File: src/rtl/bus_pkg.sv
// rtl/bus_pkg.sv - shared encodings, default SoC map and sizing helpers for the bus interconnect
package bus_pkg;

  localparam logic [1:0] ST_IDLE   = 2'd0;
  localparam logic [1:0] ST_ACCESS = 2'd1;
  localparam logic [1:0] ST_RESP   = 2'd2;
  localparam logic [1:0] ST_ERR    = 2'd3;

  localparam logic [1:0] ERR_CAUSE_NONE     = 2'd0;
  localparam logic [1:0] ERR_CAUSE_UNMAPPED = 2'd1;
  localparam logic [1:0] ERR_CAUSE_RO       = 2'd2;
  localparam logic [1:0] ERR_CAUSE_TIMEOUT  = 2'd3;

  localparam logic [31:0] ROM_BASE   = 32'h0000_0000;
  localparam logic [31:0] ROM_MASK   = 32'hFFFF_C000;
  localparam logic [31:0] RAM_BASE   = 32'h0001_0000;
  localparam logic [31:0] RAM_MASK   = 32'hFFFF_C000;
  localparam logic [31:0] ACCEL_BASE = 32'h1000_0000;
  localparam logic [31:0] ACCEL_MASK = 32'hFFFF_FC00;

  // Never narrower than one bit so a disabled timeout still yields a legal vector.
  function automatic int cnt_width(input int timeout_cycles);
    int w;
    w = $clog2(timeout_cycles + 1);
    return (w < 1) ? 1 : w;
  endfunction

  function automatic int idx_width(input int n);
    return (n > 1) ? $clog2(n) : 1;
  endfunction

endpackage

File: src/rtl/bus_addr_decode.sv
// rtl/bus_addr_decode.sv - base/mask window compare with lowest-index priority
module bus_addr_decode
  import bus_pkg::*;
#(
  parameter int                       NUM_SLAVES = 3,
  parameter logic [NUM_SLAVES*32-1:0] SLV_BASE   = {ACCEL_BASE, RAM_BASE, ROM_BASE},
  parameter logic [NUM_SLAVES*32-1:0] SLV_MASK   = {ACCEL_MASK, RAM_MASK, ROM_MASK},
  localparam int                      IDX_W      = idx_width(NUM_SLAVES)
) (
  input  logic [31:0]      addr,
  output logic             hit,
  output logic [IDX_W-1:0] sel_idx
);

  // Scanning downward lets the lowest matching window overwrite any higher one.
  always_comb begin
    hit     = 1'b0;
    sel_idx = '0;
    for (int i = NUM_SLAVES - 1; i >= 0; i--) begin
      if ((addr & SLV_MASK[32*i +: 32]) == SLV_BASE[32*i +: 32]) begin
        hit     = 1'b1;
        sel_idx = IDX_W'(i);
      end
    end
  end

endmodule

File: src/rtl/bus_interconnect_nport.sv
// rtl/bus_interconnect_nport.sv - registered CPU-to-N-target bus router with error responses
module bus_interconnect_nport
  import bus_pkg::*;
#(
  parameter int                       NUM_SLAVES     = 3,
  parameter logic [NUM_SLAVES*32-1:0] SLV_BASE       = {ACCEL_BASE, RAM_BASE, ROM_BASE},
  parameter logic [NUM_SLAVES*32-1:0] SLV_MASK       = {ACCEL_MASK, RAM_MASK, ROM_MASK},
  parameter logic [NUM_SLAVES-1:0]    SLV_RO         = 3'b001,
  parameter int                       TIMEOUT_CYCLES = 256,
  parameter logic [31:0]              ERR_DATA       = 32'hDEADBEEF
) (
  input  logic                       clk,
  input  logic                       rst,
  input  logic                       cpu_mem_valid,
  output logic                       cpu_mem_ready,
  input  logic [31:0]                cpu_mem_addr,
  input  logic [31:0]                cpu_mem_wdata,
  input  logic [3:0]                 cpu_mem_wstrb,
  output logic [31:0]                cpu_mem_rdata,
  input  logic                       cpu_mem_instr,
  output logic [NUM_SLAVES-1:0]      s_mem_valid,
  input  logic [NUM_SLAVES-1:0]      s_mem_ready,
  output logic [31:0]                s_mem_addr,
  output logic [31:0]                s_mem_wdata,
  output logic [3:0]                 s_mem_wstrb,
  output logic                       s_mem_instr,
  input  logic [NUM_SLAVES*32-1:0]   s_mem_rdata,
  output logic                       bus_err,
  output logic [1:0]                 err_cause,
  output logic [31:0]                err_addr,
  output logic [15:0]                err_count
);

  localparam int             IDX_W   = idx_width(NUM_SLAVES);
  localparam int             TCW     = cnt_width(TIMEOUT_CYCLES);
  localparam logic [TCW-1:0] TO_LAST = TCW'((TIMEOUT_CYCLES > 0) ? TIMEOUT_CYCLES - 1 : 0);

  logic [1:0]       state_q, state_d;
  logic [31:0]      addr_q, addr_d;
  logic [31:0]      wdata_q, wdata_d;
  logic [3:0]       wstrb_q, wstrb_d;
  logic             instr_q, instr_d;
  logic [IDX_W-1:0] sel_q, sel_d;
  logic [31:0]      rdata_q, rdata_d;
  logic [TCW-1:0]   cnt_q, cnt_d;
  logic [1:0]       err_cause_q, err_cause_d;
  logic [31:0]      err_addr_q, err_addr_d;
  logic [15:0]      err_count_q, err_count_d;

  logic             dec_hit;
  logic [IDX_W-1:0] dec_sel;
  logic             sel_ready;
  logic [31:0]      sel_rdata;
  logic             err_set;
  logic [1:0]       err_new;
  logic [31:0]      err_at;

  bus_addr_decode #(
    .NUM_SLAVES (NUM_SLAVES),
    .SLV_BASE   (SLV_BASE),
    .SLV_MASK   (SLV_MASK)
  ) u_decode (
    .addr    (cpu_mem_addr),
    .hit     (dec_hit),
    .sel_idx (dec_sel)
  );

  // Only the latched target is looked at; ready from any other port is ignored.
  always_comb begin
    sel_ready   = 1'b0;
    sel_rdata   = '0;
    s_mem_valid = '0;
    for (int i = 0; i < NUM_SLAVES; i++) begin
      if (sel_q == IDX_W'(i)) begin
        sel_ready      = s_mem_ready[i];
        sel_rdata      = s_mem_rdata[32*i +: 32];
        s_mem_valid[i] = (state_q == ST_ACCESS);
      end
    end
  end

  always_comb begin
    state_d     = state_q;
    addr_d      = addr_q;
    wdata_d     = wdata_q;
    wstrb_d     = wstrb_q;
    instr_d     = instr_q;
    sel_d       = sel_q;
    rdata_d     = rdata_q;
    cnt_d       = cnt_q;
    err_cause_d = err_cause_q;
    err_addr_d  = err_addr_q;
    err_count_d = err_count_q;
    err_set     = 1'b0;
    err_new     = ERR_CAUSE_NONE;
    err_at      = addr_q;
    case (state_q)
      ST_IDLE: begin
        cnt_d = '0;
        if (cpu_mem_valid) begin
          addr_d  = cpu_mem_addr;
          wdata_d = cpu_mem_wdata;
          wstrb_d = cpu_mem_wstrb;
          instr_d = cpu_mem_instr;
          sel_d   = dec_sel;
          err_at  = cpu_mem_addr;
          if (!dec_hit) begin
            state_d = ST_ERR;
            err_set = 1'b1;
            err_new = ERR_CAUSE_UNMAPPED;
          end else if (SLV_RO[dec_sel] && (cpu_mem_wstrb != 4'h0)) begin
            state_d = ST_ERR;
            err_set = 1'b1;
            err_new = ERR_CAUSE_RO;
          end else begin
            state_d = ST_ACCESS;
          end
        end
      end
      ST_ACCESS: begin
        cnt_d = cnt_q + TCW'(1);
        // A ready arriving on the final timeout cycle still completes normally.
        if (sel_ready) begin
          rdata_d = sel_rdata;
          state_d = ST_RESP;
        end else if ((TIMEOUT_CYCLES != 0) && (cnt_q == TO_LAST)) begin
          state_d = ST_ERR;
          err_set = 1'b1;
          err_new = ERR_CAUSE_TIMEOUT;
        end
      end
      default: begin
        state_d = ST_IDLE;
        cnt_d   = '0;
      end
    endcase
    if (err_set) begin
      err_cause_d = err_new;
      err_addr_d  = err_at;
      if (err_count_q != 16'hFFFF) begin
        err_count_d = err_count_q + 16'd1;
      end
    end
  end

  always_ff @(posedge clk) begin
    if (rst) begin
      state_q     <= ST_IDLE;
      addr_q      <= '0;
      wdata_q     <= '0;
      wstrb_q     <= '0;
      instr_q     <= 1'b0;
      sel_q       <= '0;
      rdata_q     <= '0;
      cnt_q       <= '0;
      err_cause_q <= ERR_CAUSE_NONE;
      err_addr_q  <= '0;
      err_count_q <= '0;
    end else begin
      state_q     <= state_d;
      addr_q      <= addr_d;
      wdata_q     <= wdata_d;
      wstrb_q     <= wstrb_d;
      instr_q     <= instr_d;
      sel_q       <= sel_d;
      rdata_q     <= rdata_d;
      cnt_q       <= cnt_d;
      err_cause_q <= err_cause_d;
      err_addr_q  <= err_addr_d;
      err_count_q <= err_count_d;
    end
  end

  assign cpu_mem_ready = (state_q == ST_RESP) || (state_q == ST_ERR);
  assign cpu_mem_rdata = (state_q == ST_RESP) ? rdata_q :
                         (state_q == ST_ERR)  ? ERR_DATA : 32'h0;
  assign bus_err       = (state_q == ST_ERR);
  assign s_mem_addr    = addr_q;
  assign s_mem_wdata   = wdata_q;
  assign s_mem_wstrb   = wstrb_q;
  assign s_mem_instr   = instr_q;
  assign err_cause     = err_cause_q;
  assign err_addr      = err_addr_q;
  assign err_count     = err_count_q;

endmodule
File: config.mk
export PLATFORM = sky130hd
export DESIGN_NAME = bus_interconnect_nport
export DESIGN_NICKNAME = d
export VERILOG_FILES = /design/src/rtl/bus_pkg.sv /design/src/rtl/bus_addr_decode.sv /design/src/rtl/bus_interconnect_nport.sv
export SDC_FILE = /design/constraint.sdc
export NUM_CORES = 1
export LEC_CHECK = 0
export BUFFER_PORTS_ARGS = -buffer_cell sky130_fd_sc_hd__buf_4
export CAP_MARGIN = 40
export CORE_MARGIN = 8
export CORE_UTILIZATION = 42
export CTS_CLUSTER_DIAMETER = 30
export DETAILED_ROUTE_END_ITERATION = 16
export HOLD_SLACK_MARGIN = 0.12
export PLACE_DENSITY = 0.81
export SLEW_MARGIN = 10
export SYNTH_ARGS = -nofsm -noshare
export SYNTH_HDL_FRONTEND = slang
export SYNTH_SLANG_ARGS = --single-unit
File: constraint.sdc
create_clock -name clk -period 2.3 [get_ports clk]
set_input_delay 0.115 -clock clk [delete_from_list [all_inputs] [get_ports clk]]
set_output_delay 0.115 -clock clk [all_outputs]
set_load 0.05 [all_outputs]
* Word level (Yosys, flattened, before mapping) *
Index checks and enable logic that the tools add are counted.

storage, ports and cells
  bits in registers = 164
  logic and storage cells = 76

operators by class
  add/subtract/negate cells = 2
  $lt $le $gt $ge = 1
  eq/ne operators = 11
  mux-type cells = 39
  bitwise gates (word level) = 1
  reduce and logical (&&, ||, !) cells = 11

operators by type and width
  operator                                                    number
  2-to-1 mux 32 bit                                           7
  zero test 32 bit                                            1
  2-to-1 mux 2 bit                                            13
  equality test 22 x 19 -> 1 bit, second input constant       1
  equality test 18 x 3 -> 1 bit, second input constant        1
  adder 16 x 1 -> 16 bit, second input constant               1
  != test 16 bit, second input constant                       1
  2-to-1 mux 1 bit                                            15
  adder 9 x 1 -> 9 bit, second input constant                 1
  equality test 9 x 8 -> 1 bit, second input constant         1
  one-hot mux 2 bit (2 select lines)                          2
  AND reduction 2 bit                                         4
  equality test 2 bit, second input constant                  3
  equality test 2 x 1 -> 1 bit, second input constant         2
  zero test 2 bit                                             2
  nonzero test 4 bit                                          1
  less-than comparator 2 x 3 -> 1 bit, second input constant  1
  != test 3 x 2 -> 1 bit, second input constant               1
  binary-select mux 1 bit (select 2 bit)                      1
  != test 2 bit, second input constant                        1
  one-hot mux 1 bit (2 select lines)                          1
  OR reduction 2 bit                                          1
  logical AND 1 bit                                           1
  logical OR 1 bit                                            1
  inverter 1 bit                                              1

* Depth between registers and ports, before layout *
  depth in word-level cells = 12
  depth in mapped cells = 10
  depth with buffers taken out = 8

* Hierarchy *
From an unflattened synthesis, not the netlist that was laid out.

unflattened totals
  cells, all modules = 825
  area total of the unflattened synthesis = 7023.0 sq um

by module, submodules not included
  module                  instances  cells each  area each (sq um)
  bus_interconnect_nport  1          813         6946.7
  bus_addr_decode         1          12          76.3

* Least setup slack after synthesis *
OpenSTA, ideal clock, no wires.

  path type = register -> output
  start = register sel_q[0]
  end = output port s_mem_valid[1]
  arrival time = 2074 ps
  required time = 2185 ps
  slack = 111 ps
  cell stages (with the launch flop) = 4
  cells stage by stage = dfxtp_1 buf_4 buf_1 nor3b_1

between the ends
  longest elaborated chain between the ends = 2

ends and longest elaborated chain
  element                       RTL line                       text
  start: declaration            bus_interconnect_nport.sv:43   logic [IDX_W-1:0] sel_q, sel_d;
  start signal: assignment      bus_interconnect_nport.sv:165  sel_q <= sel_d;
  equality test 2 x 1 -> 1 bit  bus_interconnect_nport.sv:74   if (sel_q == IDX_W'(i)) begin
  2-to-1 mux 1 bit              bus_interconnect_nport.sv:74
  end: declaration              bus_interconnect_nport.sv:21   output logic [NUM_SLAVES-1:0] s_mem_valid,

No other way between the ends.

* Worst setup path in the final report *
  start = register state_q[0]
  end = register err_addr_q[26] (netlist: err_addr[26])

between the ends
  longest elaborated chain between the ends = 2

ends and longest elaborated chain
  element                                                                  RTL line                       text
  start: declaration                                                       bus_interconnect_nport.sv:38   logic [1:0] state_q, state_d;
  start signal: assignment                                                 bus_interconnect_nport.sv:160  state_q <= state_d;
  equality test 2 x 1 -> 1 bit or zero test 2 bit (tied branches)          bus_interconnect_nport.sv:97   case (state_q)
  one-hot mux 1 bit (2 select lines) or 2-to-1 mux 32 bit (tied branches)  --
  end signal: assignment                                                   bus_interconnect_nport.sv:169  err_addr_q <= err_addr_d;
  end: declaration                                                         bus_interconnect_nport.sv:47   logic [31:0] err_addr_q, err_addr_d;

Several ways; a longest one is shown, not always the timed one.
A chain may end at the register's enable or synchronous reset.

==> results.py <==
metrics = {
    "status": {
        "outcome": "finished clean",
    },
    "routing": {
        "drtAntennaViolNets": 0,
        "remaining_drc_errors": 0,
        "wl_per_cell_um": 18.4,
        "dr.first_iter.drc_count": 467,
        "firstDrtPassIters": 5,
        "routed_wl_um": 27800,
        "viasPerCell": 5.26,
        "vias": 7932,
    },
    "sta": {
        "worstMarginPinSlew_ns": 0.794,
        "setup_viol": 0,
        "final_hold_viol_count": 0,
        "slew_viol_final": 0,
        "fin_crit_sh_pct": 98.9,
        "min_period_ns": 2.27,
        "relSlewSlack_pct": 47.1,
        "finClkSkew_ns": 0.00677,
        "rsz0062_at_grt": "yes",
        "max_freq_mhz": 440,
    },
    "clocking": {
        "clock-sinks": 164,
        "clock_latency_ns": 0.42,
        "cts_buffers": 17,
        "clock-root-buffer": "clkbuf_16",
        "htreeDepth": 4,
        "clk_pin_slew_ns": 0.07,
        "clock_path_buffers": 2,
        "cts_tree": "built",
    },
    "global_routing": {
        "grt_antenna_before_repair": 1,
        "gr-total-overflow": 0,
        "grt_max_degree": 73,
        "grt_pass1_vias": 7938,
        "grtUsageTotal_pct": 24.8,
        "grt_pass1_wl_um": 43000,
    },
    "flow_run": {
        "maxCapViolations": 0,
    },
    "layout": {
        "utilization_pct": 68.8,
        "finalNetCount": 1447,
        "syn2layout_area_growth_pct": 60.8,
        "drive_gt1_share_pct": 30.7,
        "final_cell_count_no_fill": 1507,
    },
    "placement": {
        "place_congestion": 0.844,
        "place_hpwl_um": 18200,
        "port_buffers": 326,
        "placedCellCount": 1367,
    },
    "synth": {
        "synth.cell_area_mm2": 0.00707,
        "synth_ff_type": "dfxtp_1",
        "synthMostInstantiatedCell": "nand2_1",
        "synth.top_cell.area_share_pct": 46.4,
        "syn_avg_cell_area_um2": 8.10,
        "syn_nets": 1047,
        "yosys-top-cells-area": "dfxtp_1 (46%), nand2_1 (9.4%), a21oi_1 (7.9%)",
        "synth_enable_flop_cells": 0,
        "async_flop_share_pct": 0,
        "synth_cell_types": 42,
        "ys_seq_elements": 164,
        "yosysSeqAreaShare_pct": 46.4,
        "ys_warn_count": 0,
        "synth_common_cells": "nand2_1 (177), dfxtp_1 (164), a21oi_1 (111)",
        "yosys.area.top_type": "dfxtp_1",
        "syn_inst": 873,
    },
    "floorplan": {
        "fp.dieArea_mm2": 0.0213,
        "die_w_um": 146,
        "core.rowCount": 47,
        "core_mm2": 0.0165,
        "initial_core_util_pct": 42.8,
        "die_h_um": 146,
        "io_pins": 327,
    },
    "worst_setup_path": {
        "cp.arrival_ns": 2.64,
        "cp-start-kind": "flop",
        "endpoint_kind": "flop",
        "required_ns": 2.66,
        "critPathKind": "reg -> reg",
        "crit_fanout": 36,
    },
    "power_and_ir_drop": {
        "p_total_mw": 7.54,
        "ir_worst_vdd_mv": 0.456,
        "power_density_mw_per_mm2": 663,
        "p_leak_nw": 4.97,
    },
    "worst_hold_path": {
        "hold_class": "in -> reg",
    },
}
## area by class of cell
class                           count  area, um^2
Antenna cell                        1        2.50
Clock buffer                       17         425
Clock inverter                     15         138
Fill cell                        1219        5150
Inverter                            4        15.0
Multi-Input combinational cell    634        3520
Sequential cell                   164        3280
Tap cell                          220         275
Timing Repair Buffer              452        3710
## layout by cell type (no fill, tap or decap), types with 4 or more instances in the layout
| cell | netlist | final |
|---|---|---|
| or4_1 | 5 | 4 |
| a21oi_1 | 111 | 111 |
| o21ai_0 | 36 | 36 |
| buf_4 | 1 | 343 |
| o31ai_1 | 4 | 4 |
| a211oi_1 | 33 | 33 |
| clkbuf_16 | 0 | 18 |
| nor3_1 | 6 | 6 |
| inv_8 | 0 | 5 |
| and3_1 | 11 | 11 |
| nor2_1 | 87 | 86 |
| dfxtp_1 | 164 | 163 |
| mux2i_1 | 35 | 35 |
| o211ai_1 | 6 | 6 |
| and2_1 | 10 | 10 |
| nand2_1 | 177 | 177 |
| dlygate4sd3_1 | 0 | 104 |
| inv_6 | 0 | 6 |
| xor2_1 | 10 | 10 |
| nor4_1 | 5 | 4 |
| inv_1 | 4 | 4 |
| nand3_1 | 6 | 6 |
| o21a_1 | 24 | 24 |
| nand3b_1 | 34 | 34 |
## worst max-delay path, cell delays in order (launching register included)
cell and delay (ns):
dfxtp_1 0.32, buf_4 0.25, nor3b_4 0.33, clkbuf_16 0.29, nand2_1 0.08, dlygate4sd3_1 0.56
a21oi_1 0.17, o21ai_0 0.12, nand2_1 0.07
## metrics by stage
step	hold slack, ns	setup WS (ns)	setup TNS (ns)	cell area (um^2)
finish	0.197	0.0260	0	11400
floorplan	0.251	0.111	0	7070
CTS	0.182	0.00396	0	11300
detailed placement	0.370	0.0690	0	9710
global route	0.208	-0.108	-0.771	11400
global placement	0.362	0.0818	0	9710
## registers in the layout, indices dropped and copies added, names as in the netlist
name and count:
cnt_q 9, err_addr 32, err_cause 2, err_count 16, rdata_q 32, s_mem_addr 32
s_mem_instr 1, s_mem_wdata 32, s_mem_wstrb 4, sel_q 2, state_q 2
## layer usage
layer,up-vias,part of all wire (%),GRT usage (%)
met5,-,0,0
met1,3685,39,28.1
met2,370,49,42.1
met3,72,8.1,7.65
met4,0,3.7,11.1
li1,3805,-,-
## cells by family after synthesis
logic type               synth area share (%)
XOR/XNOR                                 1.61
flip-flops                               46.4
adder cells (fa/ha/maj)                 0.531
multiplexers                             5.11
AND/OR/NAND/NOR                          23.5
buffers and inverters                    4.37
AO/OA/AOI/OAI                            18.5
## final timing paths
| path | to | depth (start not counted) | slack, ns | start |
|---|---|---|---|---|
| setup / recovery | err_addr[26] | 8 | 0.03 | state_q[0] |
| hold / removal | rdata_q[14] | 5 | 0.20 | s_mem_rdata[14] |
| setup reg to reg | err_addr[26] | 8 | 0.03 | state_q[0] |
| hold reg to reg | cnt_q[0] | 1 | 0.45 | cnt_q[0] |
## report_power, final
group	switching, mW	internal, mW
registers	0.0868	2.99
logic	1.05	0.669
clock network	1.31	1.44
## timing repair
item,in CTS,in global routing
hold endpoints to repair,136,0
hold buffers,104,0
setup buffers,0,2
endpoints found under the setup margin,0,48
resized for setup,0,6
Note: power is estimated with default switching activity, not from simulation.
